**src/rtl/count_disp_pkg.sv**
```systemverilog
// rtl/count_disp_pkg.sv - shared types and constants for the BCD count display
// Holds the converter FSM state encoding, the digit count, the active-low
// segment patterns ({g,f,e,d,c,b,a}) and the double-dabble nibble adjust.
package count_disp_pkg;

  typedef enum logic [1:0] {
    IDLE  = 2'd0,
    SHIFT = 2'd1,
    DONE  = 2'd2
  } state_t;

  localparam int NUM_DIGITS = 3;

  localparam logic [6:0] SEG_BLANK = 7'b1111111;
  localparam logic [6:0] SEG_0     = 7'b1000000;
  localparam logic [6:0] SEG_1     = 7'b1111001;
  localparam logic [6:0] SEG_2     = 7'b0100100;
  localparam logic [6:0] SEG_3     = 7'b0110000;
  localparam logic [6:0] SEG_4     = 7'b0011001;
  localparam logic [6:0] SEG_5     = 7'b0010010;
  localparam logic [6:0] SEG_6     = 7'b0000010;
  localparam logic [6:0] SEG_7     = 7'b1111000;
  localparam logic [6:0] SEG_8     = 7'b0000000;
  localparam logic [6:0] SEG_9     = 7'b0010000;

  // Pre-shift correction: a nibble >= 5 would exceed 9 after doubling.
  function automatic logic [3:0] add3_if_ge5(input logic [3:0] n);
    return (n >= 4'd5) ? n + 4'd3 : n;
  endfunction

endpackage

```
**src/rtl/bcd_to_seg7.sv**
```systemverilog
// rtl/bcd_to_seg7.sv - combinational BCD digit to active-low 7-segment decoder
// Ports:
//   digit  in  4  BCD digit 0..9 (codes 10..15 decode to blank)
//   seg    out 7  active-low segments {g,f,e,d,c,b,a}
module bcd_to_seg7
  import count_disp_pkg::*;
(
  input  logic [3:0] digit,
  output logic [6:0] seg
);

  always_comb begin
    seg = SEG_BLANK;
    case (digit)
      4'd0: seg = SEG_0;
      4'd1: seg = SEG_1;
      4'd2: seg = SEG_2;
      4'd3: seg = SEG_3;
      4'd4: seg = SEG_4;
      4'd5: seg = SEG_5;
      4'd6: seg = SEG_6;
      4'd7: seg = SEG_7;
      4'd8: seg = SEG_8;
      4'd9: seg = SEG_9;
      default: seg = SEG_BLANK;
    endcase
  end

endmodule

```
**src/rtl/count_bcd_display.sv**
```systemverilog
// rtl/count_bcd_display.sv - 8-bit count to BCD converter with 3-digit multiplexed display
// Optional feature macro: LEADING_ZERO_BLANK_EN (blank leading zero digits).
// Ports:
//   clk        in  1   rising-edge clock
//   reset      in  1   synchronous active-high reset
//   count_in   in  8   unsigned count to display
//   bcd        out 12  registered BCD {hundreds, tens, ones}
//   bcd_valid  out 1   one-cycle pulse when bcd updates
//   busy       out 1   conversion in progress
//   seg        out 7   active-low segments {g,f,e,d,c,b,a}
//   an         out 3   active-low one-hot digit enable (an[0] = ones)
module count_bcd_display
  import count_disp_pkg::*;
#(
  parameter int REFRESH_DIV = 1000
) (
  input  logic        clk,
  input  logic        reset,
  input  logic [7:0]  count_in,
  output logic [11:0] bcd,
  output logic        bcd_valid,
  output logic        busy,
  output logic [6:0]  seg,
  output logic [2:0]  an
);

  localparam int PW = (REFRESH_DIV > 1) ? $clog2(REFRESH_DIV) : 1;
  localparam logic [PW-1:0] PRESC_LAST = PW'(REFRESH_DIV - 1);
  localparam logic [1:0] LAST_DIGIT = 2'(NUM_DIGITS - 1);

  state_t      state;
  logic [7:0]  captured;
  logic [7:0]  bin_sh;
  logic [11:0] work;
  logic [2:0]  bit_cnt;
  logic [19:0] dd_next;

  // One double-dabble step: correct every nibble, then shift the whole
  // {bcd, binary} register left so the binary MSB enters the ones nibble.
  assign dd_next = {add3_if_ge5(work[11:8]), add3_if_ge5(work[7:4]),
                    add3_if_ge5(work[3:0]), bin_sh} << 1;

  assign busy = (state != IDLE);

  always_ff @(posedge clk) begin
    if (reset) begin
      state     <= IDLE;
      captured  <= 8'd0;
      bin_sh    <= 8'd0;
      work      <= 12'd0;
      bit_cnt   <= 3'd0;
      bcd       <= 12'd0;
      bcd_valid <= 1'b0;
    end else begin
      bcd_valid <= 1'b0;
      case (state)
        IDLE: begin
          if (count_in != captured) begin
            captured <= count_in;
            bin_sh   <= count_in;
            work     <= 12'd0;
            bit_cnt  <= 3'd0;
            state    <= SHIFT;
          end
        end
        SHIFT: begin
          work    <= dd_next[19:8];
          bin_sh  <= dd_next[7:0];
          bit_cnt <= bit_cnt + 3'd1;
          if (bit_cnt == 3'd7) state <= DONE;
        end
        DONE: begin
          bcd       <= work;
          bcd_valid <= 1'b1;
          state     <= IDLE;
        end
        default: state <= IDLE;
      endcase
    end
  end

  // Digit scan: free-running, independent of the converter.
  logic [PW-1:0] presc;
  logic [1:0]    digit_idx;

  always_ff @(posedge clk) begin
    if (reset) begin
      presc     <= '0;
      digit_idx <= 2'd0;
    end else if (presc == PRESC_LAST) begin
      presc     <= '0;
      digit_idx <= (digit_idx == LAST_DIGIT) ? 2'd0 : digit_idx + 2'd1;
    end else begin
      presc <= presc + 1'b1;
    end
  end

  logic [3:0] sel_digit;
  logic [2:0] an_next;
  logic [6:0] dec_seg;
  logic       blank;

  always_comb begin
    sel_digit = bcd[3:0];
    an_next   = 3'b110;
    case (digit_idx)
      2'd1: begin sel_digit = bcd[7:4];  an_next = 3'b101; end
      2'd2: begin sel_digit = bcd[11:8]; an_next = 3'b011; end
      default: begin sel_digit = bcd[3:0]; an_next = 3'b110; end
    endcase
  end

`ifdef LEADING_ZERO_BLANK_EN
  // Tens is only a leading zero when hundreds is zero as well.
  assign blank = ((digit_idx == 2'd2) && (bcd[11:8] == 4'd0)) ||
                 ((digit_idx == 2'd1) && (bcd[11:4] == 8'd0));
`else
  assign blank = 1'b0;
`endif

  bcd_to_seg7 u_dec (
    .digit (sel_digit),
    .seg   (dec_seg)
  );

  always_ff @(posedge clk) begin
    if (reset) begin
      seg <= SEG_BLANK;
      an  <= 3'b111;
    end else begin
      seg <= blank ? SEG_BLANK : dec_seg;
      an  <= an_next;
    end
  end

endmodule

```
**config.mk**
```make
export PLATFORM = sky130hd
export DESIGN_NAME = count_bcd_display
export DESIGN_NICKNAME = d
export VERILOG_FILES = /design/src/rtl/count_disp_pkg.sv /design/src/rtl/bcd_to_seg7.sv /design/src/rtl/count_bcd_display.sv
export SDC_FILE = /design/constraint.sdc
export NUM_CORES = 1
export LEC_CHECK = 0
export ABC_AREA = 1
export BUFFER_PORTS_ARGS = -buffer_cell sky130_fd_sc_hd__buf_2
export CAP_MARGIN = 20
export CORE_MARGIN = 4
export CORE_UTILIZATION = 58
export CTS_CLUSTER_DIAMETER = 40
export CTS_CLUSTER_SIZE = 25
export DETAILED_ROUTE_END_ITERATION = 8
export GPL_ROUTABILITY_DRIVEN = 0
export PLACE_DENSITY = 0.79
export SYNTH_ARGS = -nofsm -noshare
export SYNTH_HDL_FRONTEND = slang
export SYNTH_HIERARCHICAL = 1
export SYNTH_SLANG_ARGS = --single-unit
```
**constraint.sdc**
```tcl
create_clock -name clk -period 3.1 [get_ports clk]
set_input_delay 0.775 -clock clk [delete_from_list [all_inputs] [get_ports clk]]
set_output_delay 0.775 -clock clk [all_outputs]
set_load 0.02 [all_outputs]
```
; Word-level counts from Yosys, hierarchy flattened
; Memories as Yosys holds them, arrays and structs flattened. A register that Yosys moved wholly into a read port is not among the register bits.
; Cells that the tools add are included.
[totals]
output_inout_bits = 24
elab_cells = 52
reg_bits = 61
inputBits = 10
romBits = 112
n_memories = 1
[classes]
n_reduce_logical = 7
eq_ne = 9
n_mux = 16
order_cmp = 3
addsub = 6
[memory_table]
columns = memory, words, width, rd, rd_ports_with_merged_regs, wr, line
row1 = (no name shown), 16, 7, 1, 1, 0, bcd_to_seg7.sv:14  ; case (digit)
[op_table]
columns = op, count
row1 = $pmux 12 s2, 1
row2 = $pmux 8 s2, 1
row3 = $ge 4x3->1 const B, 3
row4 = $mux 12, 1
row5 = $pmux 3 s2, 2
row6 = $add 10x1->10 const B, 1
row7 = $eq 10x10->1 const B, 1
row8 = $add 4x2->4 const B, 2
row9 = $mux 4, 2
row10 = $mux 8, 1
row11 = $ne 8x8->1, 1
row12 = $pmux 4 s2, 1
row13 = $mux 2, 3
row14 = $mux 3, 2
row15 = $reduce_and 2->1, 3
row16 = $eq 2x1->1 const B, 2
row17 = $eq 2x2->1 const B, 2
row18 = $ne 2x2->1 const B, 2
row19 = $pmux 2 s2, 1
row20 = $reduce_bool 2->1, 2
row21 = $add 3x1->3 const B, 1
row22 = $add 3x2->3 const B, 1
row23 = $eq 3x3->1 const B, 1
row24 = $add 2x1->2 const B, 1
row25 = other kinds (3), 3

; Logic depth before layout (Yosys ltp)
[logic_depth]
depth_word = 3
mapped_depth = 12
depth_no_buf = 12

; By module
; The synthesis kept the hierarchy.
[by_module_without_submodules]
columns = module, seq_area_each_um2, n_inst, cells_each, area_per_inst_um2
row1 = count_bcd_display, 1361.3, 1, 385, 3096.7
row2 = bcd_to_seg7, 0.0, 1, 35, 187.7

; Least setup slack after synthesis
; Ideal clock, no wire load.
[synth_path]
path_type = register -> register
start = reg digit_idx[0]
end = reg seg[3]
required_ps = 2977
slack_ps = 904
setup_time_ps = 123
t_arrival_ps = 2073
synth_period_minus_slack_ps = 2196
path_stages_with_launch = 12
path_buffers = 0
cell_sequence = dfxtp_1 -> inv_1 -> ha_1 -> inv_1 -> a21oi_1 -> a21oi_1 -> inv_1 -> ha_1 -> nand2_1 -> nand3_1 -> nand2_1 -> or2_2
[synth_via]
elab_chain_cells = 2
elab_cells_between_ends = 3
classes_between = eq/ne (2) / mux (1)
[synth_lines]
columns = element, line
row1 = start: declaration, count_bcd_display.sv:84  ; logic [1:0] digit_idx;
row2 = start signal: assignment, count_bcd_display.sv:92  ; digit_idx <= (digit_idx == LAST_DIGIT) ? 2'd0 : digit_idx + 2'd1;
row3 = $eq 2x2->1 or $eq 2x1->1 (tied branches), count_bcd_display.sv:106  ; case (digit_idx)
row4 = $pmux 4 s2 (*), count_bcd_display.sv:106
row5 = net sel_digit[1], count_bcd_display.sv:98  ; logic [3:0] sel_digit;
row6 = end: declaration, count_bcd_display.sv:23  ; output logic [6:0] seg,
; The timed path passes the listed nets; every way through them passes the cells marked *.
; A chain may end at the register's enable or synchronous reset.

; Worst setup path after layout
; Ends and elaborated chain as after synthesis.

==> impl_metrics.tcl <==
set metrics [dict create \
    status "complete, no violations" \
    ys_ff_latch 68 \
    die_w_um 83.25 \
    htreeDepth 3 \
    drt_pass1_iterations 4 \
    ff2ff_setup_slack_ns 0.66 \
    post_cts_buffers 0 \
    wl_per_cell_um 11.42 \
    postCtsHoldBufs 0 \
    initial_utilization_pct 59.65 \
    ant_nets 0 \
    crit_slowest_cell "dfxtp_1" \
    route.vias.total 2714 \
    tns_ns 0 \
    antenna_cells 0 \
    slowest_delay_ns 0.36 \
    area_growth_pct 11.54 \
    nNetsFinal 481 \
    path_class "reg2reg" \
    dp_hpwl_mm 4.112 \
    tightest_slew_ns 0.7913 \
    setup_viol 0 \
    powerDensity_nw_per_um2 487.5 \
    numCtsBuffers 9 \
    synth.top_cell.area_share_pct 41.45 \
    finalClockSkew_ns 0.005293 \
    portBuffers 33 \
    drc 0 \
    gr-total-overflow 0 \
    grt_pass1_vias 2517 \
    critPathArrivalTime_ns 2.68 \
    cp-end-kind "flip-flop" \
    dp_slack_ns 0.7088 \
    path_buf_inv 3 \
    drtIter0Drc 85 \
    core_sq_um 5507 \
    synth_common_cells "83 x nand2_1, 68 x dfxtp_1, 58 x a21oi_1" \
    cts.path.max_buffers 2 \
    max_slew_margin_pct 47.06 \
    synthDistinctLibCells 31 \
    grt_max_degree 41 \
    root_buffer "clkbuf_8" \
    synth-edff-count 0 \
    yosysTopAreaCell "dfxtp_1" \
    cts_resized 0 \
    layout_setup_ws_ns 0.6635 \
    clock-sinks 68 \
    die_h_um 83.25 \
    avgSynthCellArea_sq_um 7.820 \
    drv_cap 0 \
    period_minus_slack_ns 2.437 \
    synthCells 420 \
    period_share_pct 78.60 \
    yosysMostFrequentCell "nand2_1" \
    synth_area_leaders "dfxtp_1 41%, nand2_1 9.5%, a21oi_1 8.8%" \
    slew_viol_final 0 \
    placementRows 27 \
    drive_above_1_share_pct 19.87 \
    grt_usage_pct 18.58 \
    synthArstFlopShare_pct 0 \
    vias_per_cell 5.121 \
    yosys_warnings 6 \
    postLayoutCoreUtil_pct 66.53 \
    wl_mm 6.050 \
    ios 34 \
    seq_area_frac_synth_pct 41.45 \
    synth_nets 448 \
    fmax_mhz 410.4 \
    hold_viol 0 \
    crit_required_ns 3.34 \
    clock_latency_ns 0.35 \
    ys.flop_type "dfxtp_1" \
    hp-class "reg2reg" \
    cts_tree "built" \
    fillers 469 \
    grt_pass1_wl_mm 10.63 \
    cts.clk_slew.worst_paths_ns 0.07 \
    rsz0062_at_grt "false" \
    path_cells "inv_1 > ha_1 > inv_1 > a21oi_1 > a21oi_1 > inv_1 > ha_1 > nand2_1 > nand3_1 > nand2_1 > or2_2" \
    worst-path-max-fanout 5 \
    fp.dieArea_sq_um 6931 \
    startpoint_type "flip-flop" \
    netlist_area_sq_um 3284 \
    antenna_found_initial 0 \
    leakage_nw 1.523 \
    cp_top_family "adder cells" \
    cpMostUsedCell "inv_1" \
    vdd_drop_max_v 0.0003432 \
]
==> final timing paths <==
path,start,end,cells past startpoint
min,presc[0],presc[0],1
min reg2reg,presc[0],presc[0],1
max,digit_idx[0],seg[3],11
max reg2reg,digit_idx[0],seg[3],11
==> worst register-to-register path, stage by stage (launching register included) <==
cell and delay (ns):
dfxtp_1 0.36, inv_1 0.09, ha_1 0.36, inv_1 0.15, a21oi_1 0.06, a21oi_1 0.35, inv_1 0.15, ha_1 0.32
nand2_1 0.06, nand3_1 0.11, nand2_1 0.04, or2_2 0.26
==> power breakdown <==
group	internal, mW	switching (mW)	total (mW)
combinational	0.0511	0.0985	0.150
sequential	0.900	0.0171	0.917
clock	0.393	0.327	0.719
==> routing by layer <==
metal,GRT usage (%),vias to the layer above,share of wire [%]
met3,6.349,8,5.7
met2,30.47,49,45
met1,22.32,1208,47
met4,7.281,0,1.8
met5,0,-,0
li1,-,1449,-
==> cells in the final DEF, fill, tap and decap left out, drive strengths merged <==
cell    synthesis  final
inv            44     44
bufinv          0      1
o21ai          30     30
nor3            6      6
nand2          88     88
nor3b           1      1
o21bai          1      1
a21oi          67     67
nand4           3      3
or2             7      7
nor2           19     19
a31oi           1      1
xor2            3      3
ha             18     18
clkinv          1      4
clkbuf          7     12
buf             7     36
xnor2           6      6
dfxtp          68     68
nand3          43     43
==> cells by family (layout without fill, tap and decap cells) <==
group,Yosys count,in the layout,share of synthesized area [%]
AO/OA/AOI/OAI,99,99,16.34
AND/OR/NAND/NOR,167,167,24.99
buffers and inverters,59,97,7.962
flip-flops,68,68,41.45
adder cells (fa/ha/maj),18,18,6.857
XOR/XNOR,9,9,2.400
==> stage by stage <==
| stage | area, sq um | hold WS (ns) | std cells | total power [mW] |
|---|---|---|---|---|
| 4_1_cts | 3664 | 0.4718 | 530 | 1.805 |
| 2_1_floorplan | 3284 | 0.4303 | 420 | 1.059 |
| 6_report | 3664 | 0.4642 | 530 | 1.786 |
| 3_5_place_dp | 3470 | 0.4577 | 514 | 1.087 |
| 3_3_place_gp | 3470 | 0.4456 | 514 | 1.083 |
| 5_1_grt | 3664 | 0.4966 | 530 | 1.865 |
==> sequential cells by signal (all words and copies together) (netlist names) <==
signal     count
an             3
bcd           12
bcd_valid      1
bin_sh         8
bit_cnt        3
captured       8
digit_idx      2
presc         10
seg            7
state          2
work          12
==> layout make-up <==
class                   instances  area (sq um)  area share [%]
inverters                      45         168.9           4.611
well taps                      72         90.09           2.459
repair buffers                 36         187.7           5.123
clock buffers                  12         145.1           3.962
clock inverters                 4         48.80           1.332
flip-flops and latches         68          1361           37.16
multi-input cells             293          1662           45.36
No activity file was read; power rests on OpenSTA's default activity.
